[src/rtl/video_dram_sched.sv]
// Video DRAM slot scheduler: one read slot per DRAM cycle shared by
// video bursts, tilemap, TS renderer and Z80, with data-aligned strobes.
module video_dram_sched #(
  parameter int AW       = 21,
  parameter int DATA_LAT = 3
) (
  input  logic          clk,
  input  logic          res_n,
  input  logic          slot_stb,
  input  logic          vid_go,
  input  logic [4:0]    vid_bw,
  input  logic [AW-1:0] vid_addr,
  input  logic          tm_req,
  input  logic [AW-1:0] tm_addr,
  input  logic          ts_req,
  input  logic [AW-1:0] ts_addr,
  input  logic          z_req,
  input  logic [AW-1:0] z_addr,
  input  logic          z_lp,
  output logic [AW-1:0] dram_addr,
  output logic          dram_req,
  output logic          vid_next,
  output logic          vid_pre_next,
  output logic          tm_next,
  output logic          ts_pre_next,
  output logic          ts_next,
  output logic          z_next,
  output logic          busy
);

  typedef enum logic {IDLE, VBURST} state_t;

  localparam logic [1:0] OW_VID = 2'd0;
  localparam logic [1:0] OW_TM  = 2'd1;
  localparam logic [1:0] OW_TS  = 2'd2;
  localparam logic [1:0] OW_Z   = 2'd3;

  state_t                     state;
  logic [5:0]                 cnt;
  logic [AW-1:0]              burst_addr;
  logic [DATA_LAT-1:0]        p_vld;
  logic [DATA_LAT-1:0][1:0]   p_own;

  logic          pend_tm, pend_ts, pend_z;
  logic          tm_ok, ts_ok, z_ok, z_hi;
  logic          enter, g_vid, g_tm, g_ts, g_z;
  logic          g_vld;
  logic [1:0]    g_own;
  logic [AW-1:0] g_addr;

  // A requester with a tag still in flight must not be granted again.
  always_comb begin
    pend_tm = 1'b0;
    pend_ts = 1'b0;
    pend_z  = 1'b0;
    for (int i = 0; i < DATA_LAT; i++) begin
      pend_tm = pend_tm | (p_vld[i] & (p_own[i] == OW_TM));
      pend_ts = pend_ts | (p_vld[i] & (p_own[i] == OW_TS));
      pend_z  = pend_z  | (p_vld[i] & (p_own[i] == OW_Z));
    end
  end

  assign tm_ok = tm_req & ~pend_tm;
  assign ts_ok = ts_req & ~pend_ts;
  assign z_ok  = z_req  & ~pend_z;
  assign z_hi  = z_ok & ~z_lp;

  assign enter = (state == IDLE) && vid_go;
  assign g_vid = enter || ((state == VBURST) && (cnt != 6'd1));
  assign g_tm  = ~g_vid & ~z_hi & tm_ok;
  assign g_ts  = ~g_vid & ~z_hi & ~tm_ok & ts_ok;
  assign g_z   = ~g_vid & z_ok & (~z_lp | (~tm_ok & ~ts_ok));

  always_comb begin
    g_vld  = 1'b1;
    g_own  = OW_VID;
    g_addr = burst_addr + 1'b1;
    unique case (1'b1)
      g_vid: g_addr = enter ? vid_addr : burst_addr + 1'b1;
      g_tm: begin
        g_own  = OW_TM;
        g_addr = tm_addr;
      end
      g_ts: begin
        g_own  = OW_TS;
        g_addr = ts_addr;
      end
      g_z: begin
        g_own  = OW_Z;
        g_addr = z_addr;
      end
      default: g_vld = 1'b0;
    endcase
  end

  always_ff @(posedge clk or negedge res_n) begin
    if (!res_n) begin
      state      <= IDLE;
      cnt        <= '0;
      burst_addr <= '0;
      dram_addr  <= '0;
      dram_req   <= 1'b0;
      p_vld      <= '0;
      p_own      <= '0;
    end else begin
      p_vld <= {p_vld[DATA_LAT-2:0], slot_stb & g_vld};
      p_own <= {p_own[DATA_LAT-2:0], g_own};
      if (slot_stb) begin
        dram_req <= g_vld;
        if (g_vld)
          dram_addr <= g_addr;
        unique case (state)
          IDLE: begin
            if (vid_go) begin
              state      <= VBURST;
              cnt        <= (vid_bw == 5'd0) ? 6'd32 : {1'b0, vid_bw};
              burst_addr <= vid_addr;
            end
          end
          VBURST: begin
            if (cnt == 6'd1) begin
              state <= IDLE;
            end else begin
              cnt        <= cnt - 6'd1;
              burst_addr <= burst_addr + 1'b1;
            end
          end
          default: state <= IDLE;
        endcase
      end
    end
  end

  assign busy         = (state == VBURST);
  assign vid_next     = p_vld[DATA_LAT-1] & (p_own[DATA_LAT-1] == OW_VID);
  assign tm_next      = p_vld[DATA_LAT-1] & (p_own[DATA_LAT-1] == OW_TM);
  assign ts_next      = p_vld[DATA_LAT-1] & (p_own[DATA_LAT-1] == OW_TS);
  assign z_next       = p_vld[DATA_LAT-1] & (p_own[DATA_LAT-1] == OW_Z);
  assign vid_pre_next = p_vld[DATA_LAT-2] & (p_own[DATA_LAT-2] == OW_VID);
  assign ts_pre_next  = p_vld[DATA_LAT-2] & (p_own[DATA_LAT-2] == OW_TS);

endmodule
[config.mk]
export PLATFORM = sky130hd
export DESIGN_NAME = video_dram_sched
export DESIGN_NICKNAME = d
export VERILOG_FILES = /design/src/rtl/video_dram_sched.sv
export SDC_FILE = /design/constraint.sdc
export NUM_CORES = 1
export LEC_CHECK = 0
export BUFFER_PORTS_ARGS = -buffer_cell sky130_fd_sc_hd__buf_2
export CAP_MARGIN = 20
export CELL_PAD_IN_SITES_DETAIL_PLACEMENT = 1
export CELL_PAD_IN_SITES_GLOBAL_PLACEMENT = 2
export CORE_MARGIN = 2
export CORE_UTILIZATION = 32
export CTS_BUF_LIST = sky130_fd_sc_hd__clkbuf_4 sky130_fd_sc_hd__clkbuf_8 sky130_fd_sc_hd__clkbuf_16
export DETAILED_ROUTE_END_ITERATION = 12
export GPL_ROUTABILITY_DRIVEN = 0
export PLACE_DENSITY_LB_ADDON = 0.08
export SETUP_SLACK_MARGIN = 0.15
export SYNTH_ARGS = -nofsm -noshare
export SYNTH_HDL_FRONTEND = slang
export SYNTH_SLANG_ARGS = --single-unit
[constraint.sdc]
create_clock -name clk -period 6.4 [get_ports clk]
set_clock_uncertainty 0.1 [all_clocks]
set_input_delay 0.32 -clock clk [delete_from_list [all_inputs] [get_ports clk]]
set_output_delay 0.32 -clock clk [all_outputs]
set_load 0.01 [all_outputs]
Yosys cells after proc, flatten, opt, wreduce, memory -nomap -nowiden
Index checks and enable logic that the tools add are counted.
W data, S select, Z words.
{"block": "word_totals", "ff_bits": 59, "inputBits": 97, "out_inout_bits": 29, "wordCells": 86}
{"block": "classes", "add_sub_neg": 2, "eq_ne": 13, "muxes": 14, "bitwise": 39, "n_reduce_logical": 9}
{"op": "$pmux W21 S4", "n": 1}
{"op": "$mux W21", "n": 3}
{"op": "$pmux W21 S2", "n": 1}
{"op": "$and A1 B1 Y1", "n": 23}
{"op": "$add A21 B1 Y21 const B", "n": 1}
{"op": "$mux W6", "n": 3}
{"op": "$eq A2 B2 Y1 const B", "n": 6}
{"op": "$pmux W6 S2", "n": 1}
{"op": "$not A1 Y1", "n": 9}
{"op": "$or A1 B1 Y1", "n": 7}
{"op": "$eq A2 B1 Y1 const B", "n": 3}
{"op": "$eq A6 B1 Y1 const B", "n": 1}
{"op": "$ne A6 B1 Y1 const B", "n": 1}
{"op": "$pmux W2 S3", "n": 1}
{"op": "$sub A6 B1 Y6 const B", "n": 1}
{"op": "$logic_not A5 Y1", "n": 1}
{"op": "$logic_not A2 Y1", "n": 2}
{"op": "$ne A2 B2 Y1 const B", "n": 2}
{"op": "$reduce_or A4 Y1", "n": 1}
{"op": "$mux W1", "n": 3}
{"op": "$reduce_and A3 Y1", "n": 1}
{"op": "$logic_and A1 B1 Y1", "n": 2}
{"op": "$pmux W1 S2", "n": 1}
{"op": "$reduce_and A2 Y1", "n": 1}
{"op": "$logic_or A1 B1 Y1", "n": 1}

Depth between registers and ports, before layout
Gate-level depths: netlist (run 1).
{"block": "logic_depth", "ltp_word": 14, "depth_mapped": 8, "mapped_depth_nobuf": 6}

Worst setup path before layout (run 1)
No wires, ideal clock.
{"block": "synth_timing", "path_kind": "register -> register", "start": "register cnt[2]", "end": "register dram_req", "setup_ns": 0.118, "t_arrival_ns": 1.910, "t_required_ns": 6.182, "slack_ns": 4.272, "path_stages_with_launch": 8, "path_buffers": 3, "synth_period_minus_slack_ns": 2.128, "cell_sequence": "dfrtp_1 -> nor4_4 -> a31oi_1 -> o41a_1 -> buf_6 -> buf_8 -> buf_8 -> a21o_1"}
{"block": "synth_between", "elab_chain_len": 9, "elab_cells_between_ends": 12, "classes_between": "1 x eq/ne; 1 x mux; 7 x bitwise; 3 x reduce/logical"}
{"element": "from (decl)", "line": "39", "source": "logic [5:0] cnt;"}
{"element": "from (signal assigned)", "line": "116", "source": "cnt <= (vid_bw == 5'd0) ? 6'd32 : {1'b0, vid_bw};"}
{"element": "from (signal assigned)", "line": "124", "source": "cnt <= cnt - 6'd1;"}
{"element": "$ne A6 B1 Y1 *", "line": "69", "source": "assign g_vid = enter || ((state == VBURST) && (cnt != 6'd1));"}
{"element": "$logic_and A1 B1 Y1 *", "line": "69"}
{"element": "$logic_or A1 B1 Y1 *", "line": "69"}
{"element": "$not A1 Y1", "line": "70, 71, 72"}
{"element": "$and A1 B1 Y1", "line": "70, 71"}
{"element": "$and A1 B1 Y1 (2 in a row)", "line": "71", "source": "assign g_ts = ~g_vid & ~z_hi & ~tm_ok & ts_ok;"}
{"element": "$reduce_or A4 Y1 (no source line) *"}
{"element": "$mux W1 *", "line": "78", "source": "unique case (1'b1)"}
{"element": "to (signal assigned)", "line": "109", "source": "dram_req <= g_vld;"}
{"element": "to (decl)", "line": "21", "source": "output logic dram_req,"}
Every way passes the cells marked *; elsewhere a longest branch is shown, timed or not.
A chain may end at the register's enable or synchronous reset.

Worst setup path after layout (run 1)
{"block": "layout_timing", "start": "register p_own[3] in the netlist's numbering", "end": "register dram_addr[9]"}
{"block": "layout_between", "elab_chain_len": 14, "elab_cells_between_ends": 34, "classes_between": "3 x eq/ne; 2 x mux; 27 x bitwise; 2 x reduce/logical"}
{"element": "from (decl)", "line": "42", "source": "logic [DATA_LAT-1:0][1:0] p_own;"}
{"element": "from (signal assigned)", "line": "107", "source": "p_own <= {p_own[DATA_LAT-2:0], g_own};"}
{"element": "$eq A2 B2 Y1", "line": "59", "source": "pend_z = pend_z | (p_vld[i] & (p_own[i] == OW_Z));"}
{"element": "$and A1 B1 Y1", "line": "59"}
{"element": "$or A1 B1 Y1 (2 in a row)", "line": "59"}
{"element": "$not A1 Y1", "line": "65", "source": "assign z_ok = z_req & ~pend_z;"}
{"element": "$and A1 B1 Y1", "line": "65"}
{"element": "$and A1 B1 Y1", "line": "66", "source": "assign z_hi = z_ok & ~z_lp;"}
{"element": "$not A1 Y1", "line": "70, 71"}
{"element": "$and A1 B1 Y1", "line": "70, 71"}
{"element": "$and A1 B1 Y1 (2 in a row)", "line": "71"}
{"element": "$reduce_or A4 Y1 (no source line)"}
{"element": "$mux W1", "line": "78"}
{"element": "$reduce_and A2 Y1 (no source line)"}
{"element": "to (signal assigned)", "line": "111", "source": "dram_addr <= g_addr;"}
{"element": "to (decl)", "line": "20", "source": "output logic [AW-1:0] dram_addr,"}
Parallel ways exist; a longest one is shown, timed or not.

==> qor.json, run 1 <==
{
  "status": "finished, final reports clean",
  "max_slew_margin": 0.286,
  "final-setup-viol-count": 0,
  "yosys.area_share.adder": 0.00945,
  "cts_inserted_buffers": 9,
  "rsz0062_at_grt": "false",
  "ys_seq_area_frac": 0.372,
  "grt_most_used_layer": "met2",
  "syn_avg_cell_area_um2": 8.36,
  "fraction_of_layout_instances_using_a_drive_strength_above_1": 0.278,
  "grt_start_max_net_pins": 60,
  "p_total_mw": 1.60,
  "route.vias.total": 4155,
  "power_density_nw_per_um2": 318,
  "post_cts_hold_buffer_count": 0,
  "min_path_type": "in -> async",
  "area_share_of_xor_xnor_cells_in_the_synthesized_design": 0.0265,
  "number_of_synthesis_warnings": 0,
  "clk_root_buffer_cell": "clkbuf_16",
  "via_to_cell_ratio": 5.50,
  "power.share.sequential": 0.367,
  "syn-instance-count": 475,
  "synth_top_cell_area_share": 0.372,
  "post_synth_mux_area_share": 0.00756,
  "achievable-frequency_mhz": 343,
  "number_of_buffers_added_for_setup_after_cts": 0,
  "netlist_top_cells_area": "dfrtp_1, nand2_1, nand3_1",
  "reg2reg_from": "p_own[3]",
  "async_flop_share": 1.00,
  "yosys.area_share.simple": 0.247,
  "vdd_ir_drop_max_v": 0.000131,
  "detail_route.iter0.violations": 260,
  "number_of_distinct_library_cells_after_synthesis": 53,
  "pwr-share-clk": 0.325,
  "internal_power_contribution_mw": 1.01,
  "total_switching_power_mw": 0.588,
  "timing.reg2reg.worst_path_depth": 6,
  "global_route.usage.met3": 0.0369,
  "synth.ff_latch_count": 59,
  "worst_setup_hold_path_clk_slew_ns": 0.06,
  "critical_path_peak_fanout": 35,
  "synth-main-ff-cell": "dfrtp_1",
  "post_cts_resize_count": 0,
  "clock_latency_ns": 0.34,
  "final.min_clock_period_ns": 2.91,
  "power.combinational.fraction": 0.308,
  "synth_compound_gate_area_share": 0.281,
  "numClockSinks": 59,
  "worst_path_max_delay_cell": "and4_1",
  "route.detailed.drc": 0,
  "cp-start-kind": "flip-flop",
  "wl_per_cell_um": 19.3,
  "gr-total-overflow": 0,
  "fill_cell_instance_count_of_the_final_layout": 1468,
  "grt.total_usage": 0.229,
  "crit_path_cell_trace": "nand3b_1 > and4_1 > o41a_1 > buf_4 > o211ai_1 > o32a_1",
  "dpl.hpwl_um": 10900,
  "clockBufferDepth": 2,
  "synth.net_count": 575,
  "ios": 126,
  "wl_um": 14600,
  "crit-reg2reg-capture": "dram_addr[9]",
  "setup_tns_ns": 0,
  "cts_tree": "done",
  "layout_worst_path_cycle_share": 0.455,
  "met1_usage": 0.331,
  "critPathRequiredTime_ns": 6.53,
  "layout_commonest_cell": "buf_2",
  "synth_enable_flop_cells": 0,
  "drv_slew": 0,
  "use_met2": 0.348,
  "cp_slowest_stage_delay_ns": 0.73,
  "slew_of_the_pin_with_the_lowest_slew_margin_ns": 1.07,
  "port_buffers": 125,
  "h-tree-depth": 3,
  "diodes": 0,
  "top_library_cells_by_usage_in_the_layout_fill_and_taps_aside": "buf_2, nand2_1, dfrtp_1",
  "timing.setup.critical_path_class": "reg -> reg",
  "library_cell_occupying_the_most_area_in_the_post_synthesis_netlist": "dfrtp_1",
  "setup_crit_end_kind": "flip-flop",
  "r2r_setup_slack_ns": 3.49,
  "syn_area_um2": 3970,
  "std_cell_rows": 40,
  "nets": 682,
  "floorplan.die.width_um": 115,
  "first_global_vias": 4232,
  "initial_core_utilization": 0.329,
  "design.core.area_um2": 12100,
  "fp.dieArea_um2": 13300,
  "critPathArrivalTime_ns": 3.04,
  "drv_cap": 0,
  "switching_share": 0.369,
  "postRouteAntennaNets": 0,
  "grt_antenna_before_repair": 0,
  "die_height_um": 115,
  "grt_pass1_wl_um": 23500,
  "total_leakage_power_nw": 2.14,
  "synth_top_family_by_area": "compound AO/OA/AOI/OAI gates",
  "critical_path.startpoint": "p_own[3]",
  "finalHoldViolCount": 0,
  "drt_first_pass_iters": 4,
  "area_growth_pct": 26.3
}
[metrics by stage]
step	setup slack [ns]	cells	instance area, um^2	hold slack (ns)	util
2_1_floorplan	4.27	475	3970	-0.0756	-
6_report	3.49	755	5010	0.0497	0.416
5_1_grt	3.17	755	5010	0.124	0.416
3_3_place_gp	3.57	738	4680	0.295	0.388
4_1_cts	3.44	754	5000	0.0839	0.414
3_5_place_dp	3.46	738	4680	0.300	0.388
[cells by family (layout without fill, tap and decap cells)]
family / count (synthesis) / in the layout
compound gates: 156 / 156
flops: 59 / 59
simple gates: 194 / 194
fa+ha+maj: 3 / 3
buf+inv: 48 / 160
mux: 3 / 3
xor+xnor: 12 / 12
[synth_stat cells (2+ instances only)]
| master | instances |
|---|---|
| nand2_1 | 63 |
| dfrtp_1 | 59 |
| nand3_1 | 44 |
| a21oi_1 | 31 |
| nor2_1 | 31 |
| o21ai_0 | 28 |
| clkbuf_1 | 25 |
| a21o_1 | 19 |
| o22ai_1 | 11 |
| a22oi_1 | 10 |
| and3_1 | 10 |
| buf_2 | 10 |
| inv_1 | 9 |
| nor4_1 | 9 |
| a31oi_1 | 7 |
| a41oi_1 | 7 |
| nor3_1 | 7 |
| o211ai_1 | 7 |
| a32oi_1 | 6 |
| a41oi_2 | 6 |
| o32a_1 | 6 |
| xnor2_1 | 6 |
| xor2_1 | 6 |
| and4_1 | 5 |
| or3_1 | 5 |
| a221o_1 | 4 |
| nand4_1 | 4 |
| and3b_1 | 3 |
| ha_1 | 3 |
| mux2i_1 | 3 |
| nand3b_1 | 3 |
| a21boi_0 | 2 |
| buf_8 | 2 |
| nor3b_1 | 2 |
| o21a_1 | 2 |
| o31a_1 | 2 |
| or4_1 | 2 |
[metal layers]
layer  routed length, um  up-vias  share of wire
met5                   0        -              0
met4                 225        0          0.015
met3                 813       14          0.056
met2                6320      118           0.43
met1                7210     2023           0.49
li1                    -     2000              -
[state kept, by name (all words and copies together), names as in the netlist]
| register | count |
|---|---|
| busy | 1 |
| p_own | 6 |
| p_vld | 3 |
| cnt | 6 |
| burst_addr | 21 |
| dram_addr | 21 |
| dram_req | 1 |
[cell type report]
type | count | area (um^2) | area share
Sequential cell | 59 | 1480 | 0.294
Timing Repair Buffer | 135 | 708 | 0.141
Inverter | 9 | 33.8 | 0.00674
Tap cell | 168 | 210 | 0.0419
Clock inverter | 4 | 47.5 | 0.00948
Multi-Input combinational cell | 368 | 2270 | 0.453
Clock buffer | 12 | 267 | 0.0532
[critical path, delay by kind of cell (launching register included)]
family,cells,cell delay [ns]
simple gates,2,0.87
flops,1,0.40
buf+inv,1,0.43
compound gates,3,1.00
[worst max-delay path by stage]
| stage | end | slack [ns] | depth (start not counted) |
|---|---|---|---|
| 6_report | dram_addr[9] | 3.49 | 6 |
| 5_1_grt | dram_addr[12] | 3.17 | 6 |
| 4_1_cts | dram_addr[12] | 3.44 | 6 |
| 3_5_place_dp | dram_addr[12] | 3.46 | 6 |
| 3_3_place_gp | dram_addr[11] | 3.57 | 6 |
| 2_1_floorplan | dram_req | 4.27 | 7 |
[power groups by stage]
stage	registers (mW)	logic, mW	clock network (mW)
after floorplan	0.563	0.331	0
after global placement	0.583	0.485	0
after detailed placement	0.590	0.493	0
after CTS	0.585	0.495	0.531
after global routing	0.607	0.550	0.543
final	0.587	0.492	0.518
Note: power is estimated with default switching activity, not from simulation.
==> inputs of run 2 (changes only) <==
--- a/config.mk
+++ b/config.mk
@@ -10,7 +10,7 @@
 export CELL_PAD_IN_SITES_DETAIL_PLACEMENT = 1
 export CELL_PAD_IN_SITES_GLOBAL_PLACEMENT = 2
 export CORE_MARGIN = 2
-export CORE_UTILIZATION = 32
+export CORE_UTILIZATION = 26
 export CTS_BUF_LIST = sky130_fd_sc_hd__clkbuf_4 sky130_fd_sc_hd__clkbuf_8 sky130_fd_sc_hd__clkbuf_16
 export DETAILED_ROUTE_END_ITERATION = 12
 export GPL_ROUTABILITY_DRIVEN = 0
==> constraint.sdc (replaced) <==
create_clock -name clk -period 2.5 [get_ports clk]
set_clock_uncertainty 0.1 [all_clocks]
set_input_delay 0.125 -clock clk [delete_from_list [all_inputs] [get_ports clk]]
set_output_delay 0.125 -clock clk [all_outputs]
set_load 0.01 [all_outputs]
==> run 2 against run 1 <==
Total power grew to 2.6 times the previous value. Register-to-register slack lost 3.2 ns. Worst hold slack worse by 0.046 ns. Count of clock-buffer cells in the layout is 2 higher. First-iteration DRC count decreased by 35%. Utilization decreased by 5.4 points. Sequential power increased to 2.6 times the previous value. Final cell count increased by 8.3%. Via count is 4.1% higher. Critical endpoint is now dram_addr[19]. Highest routed layer unchanged.
==> qor.json, run 2 (same netlist as run 1, synthesis figures left out) <==
{
  "h-tree-depth": {"value": 3, "change": "unchanged"},
  "grt_antenna_before_repair": {"value": 0, "change": "unchanged"},
  "finalHoldViolCount": {"value": 0, "change": "unchanged"},
  "cp-start-kind": "flip-flop",
  "floorplan.die.width": {"value": 128, "unit": "um", "change": "+11%"},
  "layout_commonest_cell": "buf_2",
  "number_of_buffers_added_for_setup_after_cts": {"value": 0, "change": "unchanged"},
  "worst_slack": {"value": 0.297, "unit": "ns", "change": "-3.19 ns"},
  "clk_root_buffer_cell": "clkbuf_16",
  "design.core.area": {"value": 15000, "unit": "um^2", "change": "+25%"},
  "max_slew_margin": {"value": 0.631, "change": "+0.345"},
  "first_global_vias": {"value": 4372, "change": "+3.3%"},
  "dpl.hpwl": {"value": 12300, "unit": "um", "change": "+13%"},
  "die_height": {"value": 128, "unit": "um", "change": "+11%"},
  "drt_first_pass_iters": {"value": 4, "change": "unchanged"},
  "layout_worst_path_cycle_share": {"value": 0.881, "change": "+0.426"},
  "diodes": {"value": 0, "change": "unchanged"},
  "slew_of_the_pin_with_the_lowest_slew_margin": {"value": 0.553, "unit": "ns", "change": "-0.517 ns"},
  "achievable-frequency": {"value": 454, "unit": "MHz", "change": "+32%"},
  "vdd_ir_drop_max": {"value": 0.000272, "unit": "V", "change": "+110%"},
  "port_buffers": {"value": 125, "change": "unchanged"},
  "wl": {"value": 15600, "unit": "um", "change": "+7.4%"},
  "std_cell_rows": {"value": 45, "change": "+13%"},
  "total_leakage_power": {"value": 2.34, "unit": "nW", "change": "+9.2%"},
  "grt_start_max_net_pins": {"value": 26, "change": "-57%"},
  "final-setup-viol-count": {"value": 0, "change": "unchanged"},
  "postRouteAntennaNets": {"value": 0, "change": "unchanged"},
  "preCtsSetupSlack": {"value": 0.210, "unit": "ns", "change": "-3.25 ns"},
  "cts_inserted_buffers": {"value": 9, "change": "unchanged"},
  "cts_tree": "done",
  "r2r_setup_slack": {"value": 0.30, "unit": "ns", "change": "-3.19 ns"},
  "gr-total-overflow": {"value": 0, "change": "unchanged"},
  "area_growth_pct": 37.0,
  "route.vias.total": {"value": 4327, "change": "+4.1%"},
  "critical_path_peak_fanout": {"value": 8, "change": "-77%"},
  "fraction_of_layout_instances_using_a_drive_strength_above_1": {"value": 0.310, "change": "+0.0318"},
  "numClockSinks": {"value": 59, "change": "unchanged"},
  "detail_route.iter0.violations": {"value": 169, "change": "-35%"},
  "wl_per_cell": {"value": 19.1, "unit": "um", "change": "-0.91%"},
  "top_library_cells_by_usage_in_the_layout_fill_and_taps_aside": "buf_2, nand2_1, dfrtp_1",
  "min_path_type": "in -> reg",
  "timing.setup.critical_path_class": "reg -> reg",
  "via_to_cell_ratio": {"value": 5.29, "change": "-3.9%"},
  "setup_tns": {"value": 0, "unit": "ns", "change": "unchanged"},
  "critPathArrivalTime": {"value": 2.29, "unit": "ns", "change": "-0.75 ns"},
  "fp.dieArea": {"value": 16300, "unit": "um^2", "change": "+22%"},
  "status": "finished, final reports clean",
  "nets": {"value": 725, "change": "+6.3%"},
  "clock_latency": {"value": 0.33, "unit": "ns", "change": "about the same"},
  "initial_core_utilization": {"value": 0.264, "change": "-0.0651"},
  "rsz0062_at_grt": "true",
  "grt_pass1_wl": {"value": 24700, "unit": "um", "change": "+5.1%"},
  "clockBufferDepth": {"value": 2, "change": "unchanged"},
  "grt.total_usage": {"value": 0.196, "change": "-0.0326"},
  "setup_crit_end_kind": "flip-flop",
  "power_density": {"value": 764, "unit": "nW/um^2", "change": "+140%"},
  "regs_by_ff_count": "burst_addr (21), dram_addr (21)",
  "route.detailed.drc": {"value": 0, "change": "unchanged"},
  "worst_setup_hold_path_clk_slew": {"value": 0.05, "unit": "ns", "change": "about the same"},
  "drv_cap": {"value": 0, "change": "unchanged"},
  "final.min_clock_period": {"value": 2.20, "unit": "ns", "change": "-0.712 ns"},
  "drv_slew": {"value": 0, "change": "unchanged"},
  "critPathRequiredTime": {"value": 2.59, "unit": "ns", "change": "-3.94 ns"},
  "ios": {"value": 126, "change": "unchanged"}
}
run 2: changes by cell type in the layout (fill, tap and decap cells not counted), moves of 2 or more:
cell | before | now
buf_4 | 9 | 33
clkbuf_4 | 0 | 4
clkbuf_8 | 3 | 1
dfrtp_1 | 59 | 57
dfrtp_2 | 0 | 2
dlygate4sd3_1 | 0 | 20
run 2: area by class of cell:
cell class                 instances  area, um^2
fill                            1811        9590
sequential                        59        1480
clock inverter                     2        35.0
clock buffer                      14         269
timing repair buffer             178        1070
inverter                           9        33.8
multi-input combinational        368        2310
tap                              188         235
run 2: metrics by stage:
step                total power [mW]  utilization  hold WS, ns  instances  cell area, um^2
global route                    4.45        0.362       0.0130        818             5440
detailed placement              2.85        0.325       0.0460        782             4890
floorplan                       2.29            -       -0.271        475             3970
CTS                             4.18        0.359      0.00343        818             5400
global placement                2.81        0.325       0.0470        782             4890
finish                          4.16        0.362      0.00337        818             5440
run 2: power breakdown:
part / total, mW / internal (mW) / switching, mW
Combinational: 1.37 / 0.606 / 0.763
Clock: 1.28 / 0.842 / 0.440
Sequential: 1.51 / 1.20 / 0.307
run 2: final timing paths:
kind,start,endpoint,depth (start not counted)
max,burst_addr[8],dram_addr[19],5
min,z_addr[5],dram_addr[5],3
max reg2reg,burst_addr[8],dram_addr[19],5
min reg2reg,p_own[0],p_own[2],0
max in group asynchronous,res_n,burst_addr[0],3
min in group asynchronous,res_n,p_own[3],2
run 2: repair_timing:
action | 4_1_cts | 5_1_grt
hold buffers | 20 | 0
gates resized for setup | 0 | 11
hold endpoints to repair | 42 | 0
setup endpoints to repair | 0 | 24
run 2: layer usage:
metal	share of wire	global-route usage
met1	0.49	0.277
met4	0.013	0.0595
met2	0.45	0.310
met5	0	0
met3	0.048	0.0297
run 2: worst max-delay path, stage by stage (launching register included):
cell and delay (ns):
dfrtp_1 0.50, nand4_4 0.22, or2_2 0.42, o31a_1 0.29, o21ai_0 0.36, a41oi_2 0.17
